===== config.mk =====
export PLATFORM = sky130hd
export DESIGN_NAME = tcp_state_rd_sched_flat
export DESIGN_NICKNAME = d
export VERILOG_FILES = /design/src/rtl/tcp_pkg.sv /design/src/rtl/tcp_state_rd_sched_if.sv /design/src/rtl/tcp_state_rd_tag_fifo.sv /design/src/rtl/tcp_state_rd_sched.sv /design/src/flat_wrapper.sv
export SDC_FILE = /design/constraint.sdc
export NUM_CORES = 1
export LEC_CHECK = 0
export CORE_AREA = 3 3 117 119
export CTS_CLUSTER_DIAMETER = 80
export DETAILED_ROUTE_END_ITERATION = 10
export DIE_AREA = 0 0 120 122
export PLACE_DENSITY = 0.64
export SLEW_MARGIN = 20
export SYNTH_ARGS = -nofsm -noshare
export SYNTH_HDL_FRONTEND = slang
export SYNTH_HIERARCHICAL = 1
export SYNTH_SLANG_ARGS = --single-unit

===== constraint.sdc =====
create_clock -name clk -period 6.4 [get_ports clk]
set_clock_uncertainty 0.05 [all_clocks]
set_input_delay 1.92 -clock clk [delete_from_list [all_inputs] [get_ports clk]]
set_output_delay 1.92 -clock clk [all_outputs]
set_load 0.02 [all_outputs]

===== src/rtl/tcp_pkg.sv =====
// rtl/tcp_pkg.sv - shared TCP flow-state types and constants
package tcp_pkg;

  localparam int FLOWID_W = 8;
  localparam int STATE_RD_MAX_OUTST = 4;

  typedef struct packed {
    logic [31:0] snd_nxt;
    logic [31:0] snd_una;
    logic [15:0] snd_wnd;
  } tx_state_struct;

  typedef struct packed {
    logic [31:0] rcv_nxt;
    logic [15:0] rcv_wnd;
  } recv_state_entry;

endpackage


===== src/rtl/tcp_state_rd_sched_if.sv =====
// rtl/tcp_state_rd_sched_if.sv - requester and state-table handshakes of the read scheduler
interface tcp_state_rd_sched_if import tcp_pkg::*; #(
  parameter int NUM_REQ = 2
);
  logic [NUM_REQ-1:0]          req_val;
  logic [NUM_REQ*FLOWID_W-1:0] req_flowid;
  logic [NUM_REQ-1:0]          req_grant;
  logic                        tx_rd_req_val;
  logic [FLOWID_W-1:0]         tx_rd_req_flowid;
  logic                        tx_rd_req_rdy;
  logic                        rx_rd_req_val;
  logic [FLOWID_W-1:0]         rx_rd_req_flowid;
  logic                        rx_rd_req_rdy;
  logic                        tx_rd_resp_val;
  tx_state_struct              tx_rd_resp_data;
  logic                        tx_rd_resp_rdy;
  logic                        rx_rd_resp_val;
  recv_state_entry             rx_rd_resp_data;
  logic                        rx_rd_resp_rdy;
  logic [NUM_REQ-1:0]          resp_val;
  tx_state_struct              resp_tx_data;
  recv_state_entry             resp_rx_data;
  logic [NUM_REQ-1:0]          resp_rdy;

  modport slave (
    input  req_val, req_flowid, tx_rd_req_rdy, rx_rd_req_rdy,
           tx_rd_resp_val, tx_rd_resp_data, rx_rd_resp_val, rx_rd_resp_data, resp_rdy,
    output req_grant, tx_rd_req_val, tx_rd_req_flowid, rx_rd_req_val, rx_rd_req_flowid,
           tx_rd_resp_rdy, rx_rd_resp_rdy, resp_val, resp_tx_data, resp_rx_data
  );

  modport master (
    output req_val, req_flowid, tx_rd_req_rdy, rx_rd_req_rdy,
           tx_rd_resp_val, tx_rd_resp_data, rx_rd_resp_val, rx_rd_resp_data, resp_rdy,
    input  req_grant, tx_rd_req_val, tx_rd_req_flowid, rx_rd_req_val, rx_rd_req_flowid,
           tx_rd_resp_rdy, rx_rd_resp_rdy, resp_val, resp_tx_data, resp_rx_data
  );
endinterface


===== src/rtl/tcp_state_rd_tag_fifo.sv =====
// rtl/tcp_state_rd_tag_fifo.sv - requester-tag FIFO recording issue order of table reads
module tcp_state_rd_tag_fifo #(
  parameter int W     = 1,
  parameter int DEPTH = 4
) (
  input  logic         clk,
  input  logic         rst_n,
  input  logic         push,
  input  logic [W-1:0] push_data,
  input  logic         pop,
  output logic [W-1:0] head,
  output logic         full,
  output logic         empty
);
  localparam int AW = $clog2(DEPTH);

  logic [W-1:0] mem [DEPTH];
  logic [AW:0]  wr_ptr;
  logic [AW:0]  rd_ptr;

  always_ff @(posedge clk or negedge rst_n) begin
    if (!rst_n) begin
      wr_ptr <= '0;
      rd_ptr <= '0;
    end else begin
      if (push) wr_ptr <= wr_ptr + 1'b1;
      if (pop)  rd_ptr <= rd_ptr + 1'b1;
    end
  end

  always_ff @(posedge clk) begin
    if (push) mem[wr_ptr[AW-1:0]] <= push_data;
  end

  // Extra pointer bit distinguishes full from empty when the indices coincide.
  assign head  = mem[rd_ptr[AW-1:0]];
  assign empty = (wr_ptr == rd_ptr);
  assign full  = (wr_ptr[AW] != rd_ptr[AW]) && (wr_ptr[AW-1:0] == rd_ptr[AW-1:0]);
endmodule


===== src/rtl/tcp_state_rd_sched.sv =====
// rtl/tcp_state_rd_sched.sv - round-robin scheduler for joined tx/recv state table reads
// Optional statistics counters under TCP_STATE_RD_SCHED_STATS_EN.
module tcp_state_rd_sched import tcp_pkg::*; #(
  parameter int NUM_REQ   = 2,
  parameter int MAX_OUTST = STATE_RD_MAX_OUTST
) (
  input  logic clk,
  input  logic rst_n,
  tcp_state_rd_sched_if.slave bus
`ifdef TCP_STATE_RD_SCHED_STATS_EN
  ,
  output logic [NUM_REQ*32-1:0] stat_grant_cnt,
  output logic [31:0]           stat_full_stall_cnt
`endif
);
  localparam int TAG_W = $clog2(NUM_REQ);
  localparam int CNT_W = $clog2(MAX_OUTST + 1);

  logic [CNT_W-1:0] outst_cnt;
  logic [TAG_W-1:0] rr_last;
  logic [TAG_W-1:0] winner;
  logic [TAG_W-1:0] head;
  logic             found;
  logic             issue;
  logic             retire;
  logic             both_val;
  logic             empty;
  logic             full;

  // Rotating priority: scan starts just after the last winner.
  always_comb begin
    winner = '0;
    found  = 1'b0;
    for (int k = 1; k <= NUM_REQ; k++) begin
      if (!found && bus.req_val[(int'(rr_last) + k) % NUM_REQ]) begin
        found  = 1'b1;
        winner = TAG_W'((int'(rr_last) + k) % NUM_REQ);
      end
    end
  end

  assign issue = rst_n && found && bus.tx_rd_req_rdy && bus.rx_rd_req_rdy
              && !full && (outst_cnt < CNT_W'(MAX_OUTST));

  assign bus.req_grant        = issue ? (NUM_REQ'(1) << winner) : '0;
  assign bus.tx_rd_req_val    = issue;
  assign bus.rx_rd_req_val    = issue;
  assign bus.tx_rd_req_flowid = bus.req_flowid[winner*FLOWID_W +: FLOWID_W];
  assign bus.rx_rd_req_flowid = bus.req_flowid[winner*FLOWID_W +: FLOWID_W];

  // Join: each table is only acknowledged when its partner is also presenting.
  assign both_val           = bus.tx_rd_resp_val && bus.rx_rd_resp_val && !empty;
  assign retire             = both_val && bus.resp_rdy[head];
  assign bus.resp_val       = both_val ? (NUM_REQ'(1) << head) : '0;
  assign bus.tx_rd_resp_rdy = !empty && bus.rx_rd_resp_val && bus.resp_rdy[head];
  assign bus.rx_rd_resp_rdy = !empty && bus.tx_rd_resp_val && bus.resp_rdy[head];
  assign bus.resp_tx_data   = bus.tx_rd_resp_data;
  assign bus.resp_rx_data   = bus.rx_rd_resp_data;

  tcp_state_rd_tag_fifo #(.W(TAG_W), .DEPTH(MAX_OUTST)) u_tag_fifo (
    .clk       (clk),
    .rst_n     (rst_n),
    .push      (issue),
    .push_data (winner),
    .pop       (retire),
    .head      (head),
    .full      (full),
    .empty     (empty)
  );

  always_ff @(posedge clk or negedge rst_n) begin
    if (!rst_n) begin
      outst_cnt <= '0;
      rr_last   <= TAG_W'(NUM_REQ - 1);
    end else begin
      if (issue && !retire)      outst_cnt <= outst_cnt + 1'b1;
      else if (retire && !issue) outst_cnt <= outst_cnt - 1'b1;
      if (issue) rr_last <= winner;
    end
  end

  resp_without_tag: assert property (@(posedge clk) disable iff (!rst_n)
    empty |-> !(bus.tx_rd_resp_val || bus.rx_rd_resp_val));

`ifdef TCP_STATE_RD_SCHED_STATS_EN
  always_ff @(posedge clk or negedge rst_n) begin
    if (!rst_n) begin
      stat_grant_cnt      <= '0;
      stat_full_stall_cnt <= '0;
    end else begin
      for (int i = 0; i < NUM_REQ; i++) begin
        if (issue && (winner == TAG_W'(i)) && (stat_grant_cnt[i*32 +: 32] != 32'hFFFF_FFFF))
          stat_grant_cnt[i*32 +: 32] <= stat_grant_cnt[i*32 +: 32] + 32'd1;
      end
      if ((|bus.req_val) && (outst_cnt == CNT_W'(MAX_OUTST))
          && (stat_full_stall_cnt != 32'hFFFF_FFFF))
        stat_full_stall_cnt <= stat_full_stall_cnt + 32'd1;
    end
  end
`endif
endmodule


===== src/flat_wrapper.sv =====
// flat-port wrapper written by rule: the top's interface ports become plain ports
module tcp_state_rd_sched_flat import tcp_pkg::*;
#(
  parameter int NUM_REQ   = 2,
  parameter int MAX_OUTST = STATE_RD_MAX_OUTST
)
  (clk, rst_n, bus_req_val, bus_req_flowid, bus_tx_rd_req_rdy, bus_rx_rd_req_rdy, bus_tx_rd_resp_val, bus_tx_rd_resp_data, bus_rx_rd_resp_val, bus_rx_rd_resp_data, bus_resp_rdy, bus_req_grant, bus_tx_rd_req_val, bus_tx_rd_req_flowid, bus_rx_rd_req_val, bus_rx_rd_req_flowid, bus_tx_rd_resp_rdy, bus_rx_rd_resp_rdy, bus_resp_val, bus_resp_tx_data, bus_resp_rx_data);
  tcp_state_rd_sched_if #(.NUM_REQ(NUM_REQ)) bus_i ();
  input  logic clk;
  input  logic rst_n;
  input wire logic [$bits(bus_i.req_val)-1:0] bus_req_val;
  input wire logic [$bits(bus_i.req_flowid)-1:0] bus_req_flowid;
  input wire logic [$bits(bus_i.tx_rd_req_rdy)-1:0] bus_tx_rd_req_rdy;
  input wire logic [$bits(bus_i.rx_rd_req_rdy)-1:0] bus_rx_rd_req_rdy;
  input wire logic [$bits(bus_i.tx_rd_resp_val)-1:0] bus_tx_rd_resp_val;
  input wire logic [$bits(bus_i.tx_rd_resp_data)-1:0] bus_tx_rd_resp_data;
  input wire logic [$bits(bus_i.rx_rd_resp_val)-1:0] bus_rx_rd_resp_val;
  input wire logic [$bits(bus_i.rx_rd_resp_data)-1:0] bus_rx_rd_resp_data;
  input wire logic [$bits(bus_i.resp_rdy)-1:0] bus_resp_rdy;
  output wire logic [$bits(bus_i.req_grant)-1:0] bus_req_grant;
  output wire logic [$bits(bus_i.tx_rd_req_val)-1:0] bus_tx_rd_req_val;
  output wire logic [$bits(bus_i.tx_rd_req_flowid)-1:0] bus_tx_rd_req_flowid;
  output wire logic [$bits(bus_i.rx_rd_req_val)-1:0] bus_rx_rd_req_val;
  output wire logic [$bits(bus_i.rx_rd_req_flowid)-1:0] bus_rx_rd_req_flowid;
  output wire logic [$bits(bus_i.tx_rd_resp_rdy)-1:0] bus_tx_rd_resp_rdy;
  output wire logic [$bits(bus_i.rx_rd_resp_rdy)-1:0] bus_rx_rd_resp_rdy;
  output wire logic [$bits(bus_i.resp_val)-1:0] bus_resp_val;
  output wire logic [$bits(bus_i.resp_tx_data)-1:0] bus_resp_tx_data;
  output wire logic [$bits(bus_i.resp_rx_data)-1:0] bus_resp_rx_data;
  assign bus_i.req_val = bus_req_val;
  assign bus_i.req_flowid = bus_req_flowid;
  assign bus_i.tx_rd_req_rdy = bus_tx_rd_req_rdy;
  assign bus_i.rx_rd_req_rdy = bus_rx_rd_req_rdy;
  assign bus_i.tx_rd_resp_val = bus_tx_rd_resp_val;
  assign bus_i.tx_rd_resp_data = bus_tx_rd_resp_data;
  assign bus_i.rx_rd_resp_val = bus_rx_rd_resp_val;
  assign bus_i.rx_rd_resp_data = bus_rx_rd_resp_data;
  assign bus_i.resp_rdy = bus_resp_rdy;
  assign bus_req_grant = bus_i.req_grant;
  assign bus_tx_rd_req_val = bus_i.tx_rd_req_val;
  assign bus_tx_rd_req_flowid = bus_i.tx_rd_req_flowid;
  assign bus_rx_rd_req_val = bus_i.rx_rd_req_val;
  assign bus_rx_rd_req_flowid = bus_i.rx_rd_req_flowid;
  assign bus_tx_rd_resp_rdy = bus_i.tx_rd_resp_rdy;
  assign bus_rx_rd_resp_rdy = bus_i.rx_rd_resp_rdy;
  assign bus_resp_val = bus_i.resp_val;
  assign bus_resp_tx_data = bus_i.resp_tx_data;
  assign bus_resp_rx_data = bus_i.resp_rx_data;
  tcp_state_rd_sched #(.NUM_REQ(NUM_REQ), .MAX_OUTST(MAX_OUTST)) u_core (.clk(clk), .rst_n(rst_n), .bus(bus_i));
endmodule

* Yosys cells after proc, flatten, opt, wreduce, memory -nomap -nowiden
Memories as Yosys holds them, arrays and structs flattened.
Cells that the tools add are included.
W data, S select, Z words.
** Word-level totals
- Memories :: 1
- Memory bits (writable) :: 4
- Bits in registers :: 10
- Output and inout bits :: 152
** Memories
- u_core.u_tag_fifo.mem :: depth 4, bits a word 1, read ports 1, clocked after Yosys merged registers in 0, wr ports 1, line tcp_state_rd_tag_fifo.sv:17 : logic [W-1:0] mem [DEPTH];
** Cells by class
- $add $sub $neg :: 6
- Magnitude comparators :: 4
- Eq/ne operators :: 3
- Reduce and logical (&&, ||, !) cells :: 22
- Bitwise logic cells :: 2
- Muxes and demuxes :: 18
- Shift operators :: 3
** Operators with widths (number)
- $logic_and A1 B1 Y1 :: 16
- $shiftx A16 B5 Y8 :: 1
- $mux W1 :: 14
- $add A3 B1 Y3 const B :: 3
- $lt A2 B3 Y1 const B :: 2
- $mux W3 :: 2
- $logic_not A1 Y1 :: 5
- $mux W2 :: 2
- $shl A1 B1 Y2 const A :: 2
- $eq A3 B3 Y1 :: 1
- $lt A3 B3 Y1 const B :: 1
- $sub A3 B1 Y3 const B :: 1
- $add A1 B1 Y1 const B :: 2
- $and A1 B1 Y1 const A :: 2
- $eq A2 B2 Y1 :: 1
- $lt A1 B2 Y1 const B :: 1
- $reduce_bool A2 Y1 :: 1
- $ne A1 B1 Y1 :: 1

* Logic depth before layout (Yosys ltp)
Gate-level depths: netlist (run 1).
- Depth after elaboration :: 18
- Mapped depth :: 10

* Modules after synthesis
Netlist (run 1), hierarchy kept.
** Modules (own cells, without submodules)
- tcp_state_rd_sched :: cells each 174, instances 1, area each 1473.9 um^2, seq. area each 101.3 um^2
- tcp_state_rd_tag_fifo :: cells each 35, instances 1, area each 485.5 um^2, seq. area each 270.3 um^2

* Worst setup path before layout (run 1)
OpenSTA, ideal clock, no wires.
- Path kind :: input to output
- From :: input port bus_req_val[1]
- To :: output port bus_req_grant[0]
- Required time :: 4.430 ns
- Stages :: 3
- Buffers on the path :: 1
- Slack :: 1.516 ns
- Arrival :: 2.914 ns
- Path through :: a21boi_4 -> buf_6 -> nor4_1
** Between the ends
- Elaborated cells between the ends (all ways) :: 19
- Those cells by class :: 1 x shift; 11 x mux; 7 x reduce/logical
** RTL lines
- start: declaration :: line flat_wrapper.sv:11 : input wire logic [$bits(bus_i.req_val)-1:0] bus_req_val;
- $mux W1 (not written as such) (3 in a row) :: line tcp_state_rd_sched.sv:35 : if (!found && bus.req_val[(int'(rr_last) + k) % NUM_REQ]) begin
- $mux W1 :: line tcp_state_rd_sched.sv:35
- $logic_not A1 Y1 :: line tcp_state_rd_sched.sv:35
- $logic_and A1 B1 Y1 :: line tcp_state_rd_sched.sv:35
- $mux W1 * :: line tcp_state_rd_sched.sv:35
- named net u_core.winner :: line tcp_state_rd_sched.sv:21 : logic [TAG_W-1:0] winner;
- $shl A1 B1 Y2 * :: line tcp_state_rd_sched.sv:45 : assign bus.req_grant = issue ? (NUM_REQ'(1) << winner) : '0;
- $mux W2 * :: line tcp_state_rd_sched.sv:45
- end: declaration :: line flat_wrapper.sv:20 : output wire logic [$bits(bus_i.req_grant)-1:0] bus_req_grant;
Mark *: on every way through the listed nets, which the timed path passes. The rest lies on a longest branch. The select of a mux whose other input is x is not followed.

* Worst setup path after layout (run 1)
- From :: input port bus_req_val[1]
- To :: output port bus_rx_rd_req_flowid[0]
** Between the ends
- Cells in the longest elaborated chain, start to end :: 8
- Elaborated cells between the ends (all ways) :: 12
- Those cells by class :: 1 x shift; 9 x mux; 2 x reduce/logical
** RTL lines
- $mux W1 (not written as such) (3 in a row) :: line tcp_state_rd_sched.sv:35
- $mux W1 :: line tcp_state_rd_sched.sv:35
- $logic_not A1 Y1 :: line tcp_state_rd_sched.sv:35
- $logic_and A1 B1 Y1 :: line tcp_state_rd_sched.sv:35
- $mux W1 * :: line tcp_state_rd_sched.sv:35
- $shiftx A16 B5 Y8 * :: line tcp_state_rd_sched.sv:49 : assign bus.rx_rd_req_flowid = bus.req_flowid[winner*FLOWID_W +: FLOWID_W];
- end: declaration :: line flat_wrapper.sv:24 : output wire logic [$bits(bus_i.rx_rd_req_flowid)-1:0] bus_rx_rd_req_flowid;
Mark *: on every way between the ends. The rest lies on a longest branch, timed or not. The select of a mux whose other input is x is not followed.

==> impl_metrics.json, run 1 <==
{
  "run_status": "finished clean",
  "place_congestion": 0.663,
  "cts-htree-levels": 1,
  "worst_ir_drop_vdd_uv": 97.6,
  "port_buffers": 49,
  "cpPeakStageDelay_ns": 0.55,
  "hold_path_class": "flip-flop to flip-flop",
  "worst-path-buf-inv": 2,
  "synth_cells": 209,
  "synth_xor_area_frac": 0.0447,
  "viasPerCell": 2.93,
  "final_util": 0.136,
  "n_fill_cell": 1451,
  "finalMaxSlewViolations": 0,
  "die_w_um": 120,
  "max-clock-path-buffers": 2,
  "power_uw": 537,
  "required_ns": 4.43,
  "antenna_left": 0,
  "crit_top_cell": "clkdlybuf4s50_1",
  "post_drt_wl_per_cell_um": 11.8,
  "post_cts_resized": 0,
  "cts_sinks": 14,
  "synth-simple-area-share": 0.0754,
  "synth_seq_cells": 14,
  "dp.cells": 294,
  "rsz0062_at_grt": "no",
  "endpoint_kind": "primary output",
  "final_nets": 288,
  "gr-total-overflow": 0,
  "multiInputGateArea_um2": 537,
  "synth_top_family_by_area": "buffers and inverters",
  "power_density_mw_per_mm2": 312,
  "timing.final.crit_share": 0.914,
  "cts_tree": "built",
  "vias": 874,
  "timing_worst_slew_pin_value_ns": 0.579,
  "max_freq_mhz": 171,
  "rows": 41,
  "ios": 306,
  "dp_hpwl_mm": 2.91,
  "cts_buffers": 3,
  "avgSynthCellArea_um2": 9.38,
  "insertion_delay_ns": 0.24,
  "cap_violations": 0,
  "final_cells": 298,
  "syn_nets": 370,
  "cp.arrival_ns": 3.88,
  "track_usage": 0.0453,
  "firstDrtPassIters": 2,
  "netlist_area_mm2": 0.00196,
  "post-cts-setup-buffers": 0,
  "slew_headroom": 0.613,
  "setup_viol_count_final": 0,
  "critPathTopFamily": "buffers and inverters",
  "cp_cell_sequence": "clkdlybuf4s50_1, a21boi_4, mux2_2, clkdlybuf4s50_1",
  "period_minus_slack_ns": 5.85,
  "setup_tns_ns": 0,
  "cts_hold_buf": 0,
  "crit_fanout": 15,
  "hold_viol_final": 0,
  "start_util": 0.155,
  "synthMuxAreaShare": 0.0932,
  "core_mm2": 0.0127,
  "critPathSlowestCell": "clkdlybuf4s50_1",
  "yosysWarnings": 6,
  "fin_hold_ws_ns": 0.446,
  "die_h_um": 122,
  "drc": 0,
  "diodes": 0,
  "synth_compound_area_frac": 0.0121,
  "syn_to_final_growth_pct": -12.3,
  "ys_types": 29,
  "drive_gt1_frac": 0.175,
  "grt_pass1_vias": 935,
  "power_leakage_uw": 0.000647,
  "dr.first_iter.drc_count": 23,
  "regArea_um2": 372,
  "synthAdderAreaFrac": 0.0485,
  "grt_max_degree": 16,
  "grt_antenna_before_repair": 0,
  "ctsRootBufferMaster": "clkbuf_16",
  "wl_mm": 3.51,
  "ys_seq_area_frac": 0.190,
  "grt_pass1_wl_mm": 5.02,
  "path_class": "input port to primary output",
  "cp-start-kind": "input port",
  "clk_pin_slew_ns": 0.05,
  "dieArea_mm2": 0.0146
}
layer usage:
layer / vias up / routed length [um] / GRT usage
met4: 0 / 438 / 0.0709
met5: - / 0 / 0
met2: 67 / 1470 / 0.0646
met3: 69 / 412 / 0.0139
li1: 356 / - / -
met1: 382 / 1190 / 0.0424
worst reg2reg max path, delay by kind of cell, from the launching register on:
family	cells	cell delay [ns]
multiplexers	3	1.05
adder cells (fa/ha/maj)	2	0.64
AND/OR/NAND/NOR	2	0.42
flip-flops	1	0.45
buffers and inverters	1	0.07
synth_stat cells:
master	n	area share
fa_1	1	0.010
a21boi_4	1	0.0096
mux2i_1	1	0.0051
nor3b_1	1	0.0038
nand2_1	4	0.0077
inv_1	3	0.0057
and3_1	1	0.0032
nor3_1	1	0.0026
nor3_4	1	0.0083
ha_1	6	0.038
and2_1	6	0.019
o21ai_0	1	0.0026
mux2_4	7	0.054
nor2b_1	2	0.0064
xor2_1	7	0.031
buf_6	1	0.0057
edfxtp_1	4	0.061
nor2_1	2	0.0038
mux2_2	3	0.017
nor2_2	1	0.0032
dfrtp_1	9	0.11
dfstp_2	1	0.013
xnor2_1	3	0.013
mux4_2	1	0.011
mux2_1	1	0.0057
nand4b_2	1	0.0077
nor3b_2	1	0.0064
nor4_1	1	0.0032
buf_4	137	0.52
per-stage QoR:
| stage | instance area, um^2 | setup WS [ns] |
|---|---|---|
| 6_report | 1720 | 0.550 |
| 2_1_floorplan | 1960 | 1.52 |
| 5_1_grt | 1720 | 0.471 |
| 4_1_cts | 1720 | 0.516 |
| 3_3_place_gp | 1640 | 0.543 |
| 3_5_place_dp | 1640 | 0.517 |
where the power goes:
part	total, uW	switching [uW]	internal [uW]
clock network	118	35.2	82.5
registers	169	40.2	129
logic	250	117	133
cell families after synthesis:
logic type / count (synthesis)
fa+ha+maj: 7
mux: 13
flops: 14
simple gates: 22
compound gates: 2
xor+xnor: 10
buf+inv: 141
cell usage in the layout, fill, tap and decap left out, drive strengths merged:
master / synthesis / layout
and3: 1 / 1
a21boi: 1 / 1
dfstp: 1 / 1
nand2: 4 / 4
nor2b: 2 / 2
nor3b: 2 / 2
nand4b: 1 / 1
clkbuf: 0 / 3
clkdlybuf4s50: 0 / 49
and2: 6 / 6
mux4: 1 / 1
mux2i: 1 / 1
inv: 3 / 3
fa: 1 / 1
xnor2: 3 / 3
edfxtp: 4 / 4
clkinv: 0 / 1
xor2: 7 / 7
nor4: 1 / 1
ha: 6 / 6
dfrtp: 9 / 9
nor2: 3 / 3
nor3: 2 / 2
buf: 138 / 2
mux2: 11 / 11
o21ai: 1 / 1
cell type report:
class	instances	area share
timing repair buffer	51	0.294
tap	172	0.125
sequential	14	0.216
clock buffer	3	0.0437
inverter	3	0.00655
multi-input combinational	54	0.312
clock inverter	1	0.00218
registers in the layout, indices dropped and copies added, names as in the netlist:
name and flops:
u_core/outst_cnt 3, u_core/rr_last 1, u_core/u_tag_fifo/mem 4, u_core/u_tag_fifo/rd_ptr 3
u_core/u_tag_fifo/wr_ptr 3
path summary, 6_finish.rpt:
check | startpoint | slack, ns | to | depth (start not counted)
max | bus_req_val[1] | 0.55 | bus_rx_rd_req_flowid[0] | 4
min | u_core/u_tag_fifo/rd_ptr[2] | 0.45 | u_core/u_tag_fifo/rd_ptr[2] | 1
max reg2reg | u_core/u_tag_fifo/rd_ptr[0] | 3.60 | u_core/outst_cnt[1] | 8
min reg2reg | u_core/u_tag_fifo/rd_ptr[2] | 0.45 | u_core/u_tag_fifo/rd_ptr[2] | 1
max in group asynchronous | rst_n | 4.05 | u_core/rr_last | 2
min in group asynchronous | rst_n | 2.03 | u_core/u_tag_fifo/wr_ptr[2] | 2
Note: power is estimated with default switching activity, not from simulation.
==> inputs of run 2 (changes only) <==
--- a/config.mk
+++ b/config.mk
@@ -6,7 +6,6 @@
 export NUM_CORES = 1
 export LEC_CHECK = 0
 export CORE_AREA = 3 3 117 119
-export CTS_CLUSTER_DIAMETER = 80
 export DETAILED_ROUTE_END_ITERATION = 10
 export DIE_AREA = 0 0 120 122
 export PLACE_DENSITY = 0.64
==> results of run 2 <==
The final DEF is identical to that of run 1; final timing and power are the same.
==> inputs of run 3 (changes only) <==
==> constraint.sdc (replaced) <==
create_clock -name clk -period 6.4 [get_ports clk]
set_clock_uncertainty 0.05 [all_clocks]
set_input_delay 1.92 -clock clk [delete_from_list [all_inputs] [get_ports clk]]
set_output_delay 1.92 -clock clk [all_outputs]
set_load 0.1 [all_outputs]
==> run 3 against run 2 <==
Worst setup slack gained 0.28 ns. Largest cell class unchanged. Cell count is the same. Critical path depth is the same. Combinational power grew 57%.
==> impl_metrics.json, run 3 (synthesis gave the netlist of run 1 again) <==
{
  "run_status": "finished clean",
  "n_fill_cell": 1443,
  "finalMaxSlewViolations": 0,
  "timing_worst_slew_pin_value_ns": 0.563,
  "port_buffers": 49,
  "gr-total-overflow": 0,
  "start_util": 0.155,
  "cp-start-kind": "input port",
  "dp.cells": 294,
  "largest_reg_flops": 4,
  "dieArea_mm2": 0.0146,
  "path_class": "input port to primary output",
  "core_mm2": 0.0127,
  "cp.arrival_ns": 3.60,
  "drc": 0,
  "regArea_um2": 372,
  "slew_headroom": 0.624,
  "post-cts-setup-buffers": 0,
  "grt_max_degree": 16,
  "wl_mm": 3.64,
  "cts_tree": "built",
  "max-clock-path-buffers": 2,
  "rows": 41,
  "final_nets": 288,
  "die_h_um": 122,
  "crit_fanout": 15,
  "firstDrtPassIters": 2,
  "die_w_um": 120,
  "max_freq_mhz": 179,
  "grt_pass1_wl_mm": 5.00,
  "cts_buffers": 3,
  "cts_hold_buf": 0,
  "timing.final.crit_share": 0.871,
  "post_cts_resized": 0,
  "place_congestion": 0.629,
  "endpoint_kind": "primary output",
  "final_common_cell": "clkdlybuf4s50_1",
  "drive_gt1_frac": 0.373,
  "diodes": 0,
  "dr.first_iter.drc_count": 29,
  "final_cells": 298,
  "hold_viol_final": 0,
  "cap_violations": 0,
  "viasPerCell": 2.89,
  "layout_common_cells": "clkdlybuf4s50_1, buf_4, dfrtp_1, mux2_4, xor2_1",
  "power_leakage_uw": 0.000689,
  "period_minus_slack_ns": 5.57,
  "hold_path_class": "flip-flop to flip-flop",
  "dp_hpwl_mm": 2.99,
  "vias": 862,
  "worst_ir_drop_vdd_uv": 99.8,
  "cts-htree-levels": 1,
  "antenna_left": 0,
  "ctsRootBufferMaster": "clkbuf_16",
  "track_usage": 0.0463,
  "multiInputGateArea_um2": 543,
  "setup_viol_count_final": 0,
  "rsz0062_at_grt": "no",
  "ios": 306,
  "syn_to_final_growth_pct": -12.5,
  "clk_pin_slew_ns": 0.05,
  "required_ns": 4.43,
  "insertion_delay_ns": 0.24,
  "cts_sinks": 14,
  "grt_pass1_vias": 916,
  "setup_tns_ns": 0,
  "grt_antenna_before_repair": 0,
  "power_density_mw_per_mm2": 397,
  "post_drt_wl_per_cell_um": 12.2
}
run 3: layer usage:
layer / part of all wire / global-route usage / vias to the layer above
li1: - / - / 354
met1: 0.32 / 0.0426 / 364
met2: 0.45 / 0.0664 / 72
met3: 0.11 / 0.0125 / 72
met4: 0.13 / 0.0766 / 0
met5: 0 / 0 / -
run 3: stage by stage:
step	total power [uW]	setup slack, ns	area [um^2]	hold slack [ns]	util
after floorplan	857	0.492	1970	0.412	-
after global placement	560	0.830	1640	0.426	0.129
after detailed placement	569	0.804	1640	0.432	0.129
after CTS	691	0.803	1720	0.441	0.135
after global routing	725	0.776	1720	0.469	0.135
final	681	0.827	1720	0.434	0.135
run 3: worst paths after layout:
| path | from | to | slack [ns] | cells past startpoint |
|---|---|---|---|---|
| setup / recovery | bus_req_val[1] | bus_rx_rd_req_flowid[0] | 0.83 | 4 |
| hold / removal | u_core/u_tag_fifo/wr_ptr[2] | u_core/u_tag_fifo/wr_ptr[2] | 0.43 | 1 |
| setup reg to reg | u_core/u_tag_fifo/rd_ptr[0] | u_core/outst_cnt[1] | 3.63 | 8 |
| hold reg to reg | u_core/u_tag_fifo/wr_ptr[2] | u_core/u_tag_fifo/wr_ptr[2] | 0.43 | 1 |
| max in group asynchronous | rst_n | u_core/rr_last | 4.12 | 2 |
| min in group asynchronous | rst_n | u_core/u_tag_fifo/rd_ptr[1] | 1.95 | 2 |
run 3: area by class of cell:
| type | count | share of cell area |
|---|---|---|
| Timing Repair Buffer | 51 | 0.289 |
| Clock buffer | 4 | 0.0460 |
| Inverter | 3 | 0.00656 |
| Tap cell | 172 | 0.125 |
| Sequential cell | 14 | 0.217 |
| Multi-Input combinational cell | 54 | 0.317 |
run 3: critical path: stages:
cell and delay [ns]:
clkdlybuf4s50_1 0.49, a21boi_4 0.51, mux2_2 0.44, buf_4 0.24
run 3: power by group:
group          total (uW)  internal [uW]  leakage (uW)  switching, uW
clock                 119           84.1     0.0000382           34.8
sequential            169            129      0.000154           40.0
combinational         393            130      0.000497            263
